### src/rtl/dma_desc_queue.sv
// Multi-channel DMA descriptor queue: per-channel descriptor FIFOs feeding a
// round-robin registered issue stage, outstanding tracking and a FWFT completion FIFO.
module dma_desc_queue #(
  parameter int  ADDR_WIDTH      = 16,
  parameter int  DESC_WIDTH      = 64,
  parameter int  NUM_CH          = 4,
  parameter int  FIFO_ADDR_WIDTH = 2,
  parameter int  MAX_OUTSTANDING = 8,
  localparam int CH_WIDTH        = $clog2(NUM_CH)
) (
  input  logic                                   clk,
  input  logic                                   reset,
  input  logic                                   enable,
  input  logic [NUM_CH-1:0]                      i_ch_enable,
  input  logic                                   i_desc_wr,
  input  logic [CH_WIDTH-1:0]                    i_desc_ch_sel,
  input  logic [7:0]                             i_desc_id,
  input  logic [DESC_WIDTH-1:0]                  i_desc_data,
  output logic                                   o_desc_wready,
  output logic                                   o_desc_valid,
  input  logic                                   i_desc_ready,
  output logic [CH_WIDTH-1:0]                    o_desc_ch_sel,
  output logic [7:0]                             o_desc_id,
  output logic [DESC_WIDTH-1:0]                  o_desc_data,
  input  logic                                   i_resp_wr,
  input  logic [CH_WIDTH-1:0]                    i_resp_ch_sel,
  input  logic [7:0]                             i_resp_desc_id,
  output logic                                   o_resp_wready,
  input  logic                                   i_resp_rd,
  output logic                                   o_resp_valid,
  output logic [CH_WIDTH-1:0]                    o_resp_ch_sel,
  output logic [7:0]                             o_resp_desc_id,
  output logic [NUM_CH*(FIFO_ADDR_WIDTH+1)-1:0]  o_ch_level,
  output logic                                   o_err_unexp_resp
);
  localparam int DEPTH = 1 << FIFO_ADDR_WIDTH;
  localparam int LW    = FIFO_ADDR_WIDTH + 1;
  localparam int EW    = 8 + DESC_WIDTH;
  localparam int RW    = CH_WIDTH + 8;

  if (NUM_CH < 2 || NUM_CH > 16 || ADDR_WIDTH < 1 || MAX_OUTSTANDING > 15) begin : g_param_check
    $error("dma_desc_queue: unsupported parameter set");
  end

  logic [EW-1:0]         r_mem   [NUM_CH][DEPTH];
  logic [LW-1:0]         r_wptr  [NUM_CH];
  logic [LW-1:0]         r_rptr  [NUM_CH];
  logic [3:0]            r_outst [NUM_CH];
  logic [CH_WIDTH-1:0]   r_last;
  logic                  r_desc_valid;
  logic [CH_WIDTH-1:0]   r_desc_ch;
  logic [7:0]            r_desc_id;
  logic [DESC_WIDTH-1:0] r_desc_data;
  logic [RW-1:0]         r_rmem  [DEPTH];
  logic [LW-1:0]         r_rwptr;
  logic [LW-1:0]         r_rrptr;
  logic                  r_err;

  logic [NUM_CH-1:0]     w_empty;
  logic [NUM_CH-1:0]     w_full;
  logic [NUM_CH-1:0]     w_elig;
  logic                  w_full_sel;
  logic                  w_outst_nz;
  logic                  w_found;
  logic [CH_WIDTH-1:0]   w_grant;
  logic [CH_WIDTH-1:0]   w_cand;
  logic [EW-1:0]         w_head;
  logic                  w_push;
  logic                  w_load;
  logic                  w_resp_full;
  logic                  w_resp_empty;
  logic                  w_resp_acc;
  logic                  w_resp_push;
  logic                  w_resp_pop;

  // Per-channel status plus lookups for the channels addressed by the push ports
  always_comb begin
    w_full_sel = 1'b1;
    w_outst_nz = 1'b0;
    o_ch_level = '0;
    w_empty    = '0;
    w_full     = '0;
    w_elig     = '0;
    for (int unsigned c = 0; c < NUM_CH; c++) begin
      w_empty[c] = (r_wptr[c] == r_rptr[c]);
      w_full[c]  = ((r_wptr[c] - r_rptr[c]) == LW'(DEPTH));
      w_elig[c]  = !w_empty[c] && i_ch_enable[c] && (r_outst[c] < 4'(MAX_OUTSTANDING));
      o_ch_level[c*LW +: LW] = r_wptr[c] - r_rptr[c];
      if (i_desc_ch_sel == CH_WIDTH'(c)) w_full_sel = w_full[c];
      if (i_resp_ch_sel == CH_WIDTH'(c)) w_outst_nz = (r_outst[c] != '0);
    end
  end

  // Round-robin search starting one past the last granted channel
  always_comb begin
    w_found = 1'b0;
    w_grant = r_last;
    w_cand  = r_last;
    for (int unsigned k = 1; k <= NUM_CH; k++) begin
      w_cand = CH_WIDTH'((32'(r_last) + k) % NUM_CH);
      if (!w_found && w_elig[w_cand]) begin
        w_found = 1'b1;
        w_grant = w_cand;
      end
    end
  end

  assign w_head        = r_mem[w_grant][r_rptr[w_grant][FIFO_ADDR_WIDTH-1:0]];
  assign o_desc_wready = enable & ~w_full_sel;
  assign w_push        = i_desc_wr & o_desc_wready;
  assign w_load        = enable & w_found & (~r_desc_valid | i_desc_ready);
  assign w_resp_full   = ((r_rwptr - r_rrptr) == LW'(DEPTH));
  assign w_resp_empty  = (r_rwptr == r_rrptr);
  assign o_resp_wready = enable & ~w_resp_full;
  assign w_resp_acc    = i_resp_wr & o_resp_wready;
  assign w_resp_push   = w_resp_acc & w_outst_nz;
  assign w_resp_pop    = i_resp_rd & ~w_resp_empty & enable;

  always_ff @(posedge clk) begin
    if (w_push)
      r_mem[i_desc_ch_sel][r_wptr[i_desc_ch_sel][FIFO_ADDR_WIDTH-1:0]] <= {i_desc_id, i_desc_data};
    if (w_resp_push)
      r_rmem[r_rwptr[FIFO_ADDR_WIDTH-1:0]] <= {i_resp_ch_sel, i_resp_desc_id};
  end

  always_ff @(posedge clk or posedge reset) begin
    if (reset) begin
      for (int unsigned c = 0; c < NUM_CH; c++) begin
        r_wptr[c]  <= '0;
        r_rptr[c]  <= '0;
        r_outst[c] <= '0;
      end
      r_last       <= CH_WIDTH'(NUM_CH - 1);
      r_desc_valid <= 1'b0;
      r_desc_ch    <= '0;
      r_desc_id    <= '0;
      r_desc_data  <= '0;
      r_rwptr      <= '0;
      r_rrptr      <= '0;
      r_err        <= 1'b0;
    end else if (enable) begin
      for (int unsigned c = 0; c < NUM_CH; c++) begin
        if (w_push && i_desc_ch_sel == CH_WIDTH'(c)) r_wptr[c] <= r_wptr[c] + LW'(1);
        if (w_load && w_grant == CH_WIDTH'(c))       r_rptr[c] <= r_rptr[c] + LW'(1);
        // An issue and a completion on the same channel cancel out
        if ((w_load && w_grant == CH_WIDTH'(c)) && !(w_resp_push && i_resp_ch_sel == CH_WIDTH'(c)))
          r_outst[c] <= r_outst[c] + 4'd1;
        else if (!(w_load && w_grant == CH_WIDTH'(c)) && (w_resp_push && i_resp_ch_sel == CH_WIDTH'(c)))
          r_outst[c] <= r_outst[c] - 4'd1;
      end
      if (w_load) begin
        r_desc_valid             <= 1'b1;
        r_desc_ch                <= w_grant;
        {r_desc_id, r_desc_data} <= w_head;
        r_last                   <= w_grant;
      end else if (i_desc_ready) begin
        r_desc_valid <= 1'b0;
      end
      if (w_resp_push) r_rwptr <= r_rwptr + LW'(1);
      if (w_resp_pop)  r_rrptr <= r_rrptr + LW'(1);
      if (w_resp_acc && !w_outst_nz) r_err <= 1'b1;
    end
  end

  assign o_desc_valid     = r_desc_valid;
  assign o_desc_ch_sel    = r_desc_ch;
  assign o_desc_id        = r_desc_id;
  assign o_desc_data      = r_desc_data;
  assign o_resp_valid     = ~w_resp_empty;
  assign {o_resp_ch_sel, o_resp_desc_id} = w_resp_empty ? '0 : r_rmem[r_rrptr[FIFO_ADDR_WIDTH-1:0]];
  assign o_err_unexp_resp = r_err;

endmodule

### config.mk
export PLATFORM = sky130hd
export DESIGN_NAME = dma_desc_queue
export DESIGN_NICKNAME = d
export VERILOG_FILES = /design/src/rtl/dma_desc_queue.sv
export SDC_FILE = /design/constraint.sdc
export NUM_CORES = 2
export LEC_CHECK = 0
export BUFFER_PORTS_ARGS = -buffer_cell sky130_fd_sc_hd__buf_2
export CELL_PAD_IN_SITES_DETAIL_PLACEMENT = 1
export CELL_PAD_IN_SITES_GLOBAL_PLACEMENT = 2
export CORE_UTILIZATION = 50
export CTS_CLUSTER_SIZE = 40
export DETAILED_ROUTE_END_ITERATION = 10
export GPL_ROUTABILITY_DRIVEN = 0
export PLACE_DENSITY_LB_ADDON = 0.1
export SYNTH_ARGS = -nofsm -noshare
export SYNTH_HDL_FRONTEND = slang
export SYNTH_SLANG_ARGS = --single-unit
### constraint.sdc
create_clock -name clk -period 8.6 [get_ports clk]
set_input_delay 0.86 -clock clk [delete_from_list [all_inputs] [get_ports clk]]
set_output_delay 0.86 -clock clk [all_outputs]
set_load 0.02 [all_outputs]
==> metrics.txt <==
cts hold-fix bufs 0; initial antenna violation count 8; critical path, cell by cell inv_1, ha_1, nand2_1, o21a_1, a21oi_4, buf_4, o21a_4, buf_4, nand2_1, nor2_1, ha_1, inv_1, ha_1, a21o_1, a21oi_1, xnor2_1, nor2_1, xor2_1; worst stage delay on the critical path 0.90 ns; Final Util 56.8%; total CTS buffers 141; Die ar. 111000 sq um; routed vias 31900; Fmax 173 MHz; Ys Warns 0; Post-synth EDFFs 1192; CP endpoint kind register; Post-synth top flop edfxtp_1; Worst VDD drop 0.785 mV; HP Class input port to async pin; PortBufs 195; WL per Instance 30.1 microns; Post-Synthesis Cell Area 54800 sq um; outcome complete, no violations; initial core utilization 50.4%; Die W 333 microns; clk sinks 1316; DR DRC count 0; commonest non-fill, non-tap cell in the layout edfxtp_1; synth top area cells edfxtp_1 (65%), mux2i_1 (9.4%), dfrtp_1 (5.6%); final setup margin 2.82 ns; power share of the combinational group 48.1%; relative slew slack 15.9%; Initial DRT Pass Iterations 5; Sw Ratio 41.7%; Final Max Slew Viols 0; nets 3609; r2r startpoint r_wptr[6]; Place WS 2.54 ns; period utilisation layout 67.2%; Post-DP HPWL 75900 microns; Setup CP Type register to register; CP Launch Type register; Mean Syn Cell Area 16.4 sq um; Setup TNS 0 ns; total track usage 26.9%; Fin Clk Skew 0.0158 ns; core footprint 109000 sq um; Critical Path RT 9.21 ns; # setup viols final 0; clk slew on worst S/H paths 0.06 ns; Hold WS 0.345 ns; Worst R2R Setup Slack 2.82 ns; Power Density 434 nW/um^2; Skew-Pair Late Insertion Delay 0.75 ns; internal power 15.6 mW; Yosys top cell area share 65.4%; post-synthesis net count 3480; chip height 333 microns; Iteration-0 DRC Markers 2278; final hold vios 0; largest net degree at the start of global routing 215; Max Cap Viol 0; crit-path max FO 89; Yosys top cell by area edfxtp_1; Slowest-stage cell, CP buf_4; Total Wirelength 151000 microns; Slew @ Worst Pin 1.26 ns; I/O pins 196; FF+latch count, synth 1316; WP buf/inv 4; most frequent cells in the layout edfxtp_1 (1192), mux2i_1 (512), a211oi_1 (355); CP arrival 6.39 ns; post-route ant nets 0; Post-CTS Setup Bufs 0; Clock Tree Buf Depth 3; first-pass GRT wire length 222000 microns; end of the worst register-to-register path r_outst[3]; P_leak 23.1 nW; sequential area share after synthesis 71.0%; post-CTS sizing 0; net load switching power 11.2 mW; Area Growth Syn to Fin 12.8%; Finished Layout Cells 5005; length in cells of the worst reg-to-reg path 18; htree depth 4; power share of the clock group 22.5%; Seq pwr share 29.4%; CTS tree built; RSZ-0062 raised after global routing no; ys async rst share 9.42%; row cnt 121; critical path's most frequent cell ha_1; Syn Inst Count 3342; Via-to-Cell Ratio 6.38; number of fillers in the final layout 9818; root buffer cell clkbuf_16; Tmin final 5.78 ns; Cells after DPL 4742; Cell variety after synth 51; vias in the first global route 34000; gr ovfl total 0; layout cell share with drive strength beyond 1 14.5%; CP delay by family, top buffers and inverters
==> stage by stage <==
step / total power [mW] / area, sq um
after global placement: 20.3 / 57100
after detailed placement: 20.8 / 57100
final: 26.8 / 61700
after global routing: 28.0 / 61700
after floorplan: 17.0 / 54800
after CTS: 26.9 / 61700
==> flip-flops by register name, indices dropped and copies added, names as in the netlist <==
register	flops
r_outst	16
o_desc_valid	1
r_rmem	40
o_err_unexp_resp	1
o_desc_id	8
r_last	2
r_rwptr	3
r_rrptr	3
o_desc_data	64
o_desc_ch_sel	2
r_rptr	12
r_mem	1152
r_wptr	12
==> cell families (layout without fill, tap and decap cells) <==
| kind of cell | count (synthesis) | count (layout) | share of synthesized area [%] |
|---|---|---|---|
| buf+inv | 309 | 555 | 2.33 |
| simple gates | 189 | 189 | 1.59 |
| flops | 1316 | 1316 | 71.0 |
| xor+xnor | 46 | 46 | 0.736 |
| other cells | 0 | 3 | 0 |
| mux | 531 | 531 | 10.0 |
| fa+ha+maj | 43 | 43 | 1.09 |
| compound gates | 908 | 908 | 13.2 |
==> layer usage <==
| metal | GRT usage [%] | share of wire, % | vias to the layer above |
|---|---|---|---|
| met5 | 0 | 0.033 | - |
| met4 | 8.17 | 2.0 | 8 |
| met3 | 3.98 | 5.1 | 220 |
| met2 | 45.3 | 50 | 958 |
| met1 | 36.3 | 43 | 17000 |
| li1 | - | - | 13700 |
==> synth_stat cells, types with 5 or more instances <==
master	instances
xor2_1	12
mux2i_1	512
nor2b_1	13
a21oi_1	75
a21o_1	5
o211ai_1	79
and2_1	5
fa_1	8
buf_2	49
o22ai_1	72
o21a_1	6
o21ai_0	14
nor2_1	102
mux2_2	7
o211a_1	286
dfrtp_1	122
ha_1	35
inv_1	35
xnor2_1	34
mux4_2	12
a211oi_1	355
edfxtp_1	1192
nand2_1	33
nand4_1	5
clkbuf_1	205
nand2b_1	9
buf_6	7
buf_1	13
==> how the worst max path moves through the flow <==
stage | from | to | slack, ns | cells past startpoint
finish | r_wptr[6] | r_outst[3] | 2.82 | 18
global route | r_wptr[6] | r_outst[3] | 2.41 | 18
floorplan | r_wptr[0] | r_mem[0][216] | 2.48 | 11
global placement | i_ch_enable[3] | r_outst[3] | 2.61 | 17
detailed placement | i_ch_enable[3] | r_outst[3] | 2.54 | 17
CTS | r_wptr[6] | r_outst[3] | 2.79 | 18
==> power by group through the flow <==
stage / Combinational [mW] / Clock [mW] / Sequential (mW)
after global routing: 13.7 / 6.36 / 7.92
after detailed placement: 12.8 / 0 / 8.00
after global placement: 12.4 / 0 / 7.97
after floorplan: 8.95 / 0 / 8.08
final: 12.9 / 6.04 / 7.87
after CTS: 12.9 / 6.14 / 7.88
==> layout make-up <==
class / count / area (sq um) / area share (%)
sequential: 1316 / 38900 / 63.0
multi-input combinational: 1717 / 14800 / 23.9
clock buffer: 193 / 3970 / 6.43
tap: 1414 / 1770 / 2.87
timing repair buffer: 260 / 1540 / 2.49
clock inverter: 67 / 636 / 1.03
inverter: 35 / 136 / 0.221
antenna: 3 / 7.51 / 0.0122
(Power assumes the default switching activity.)
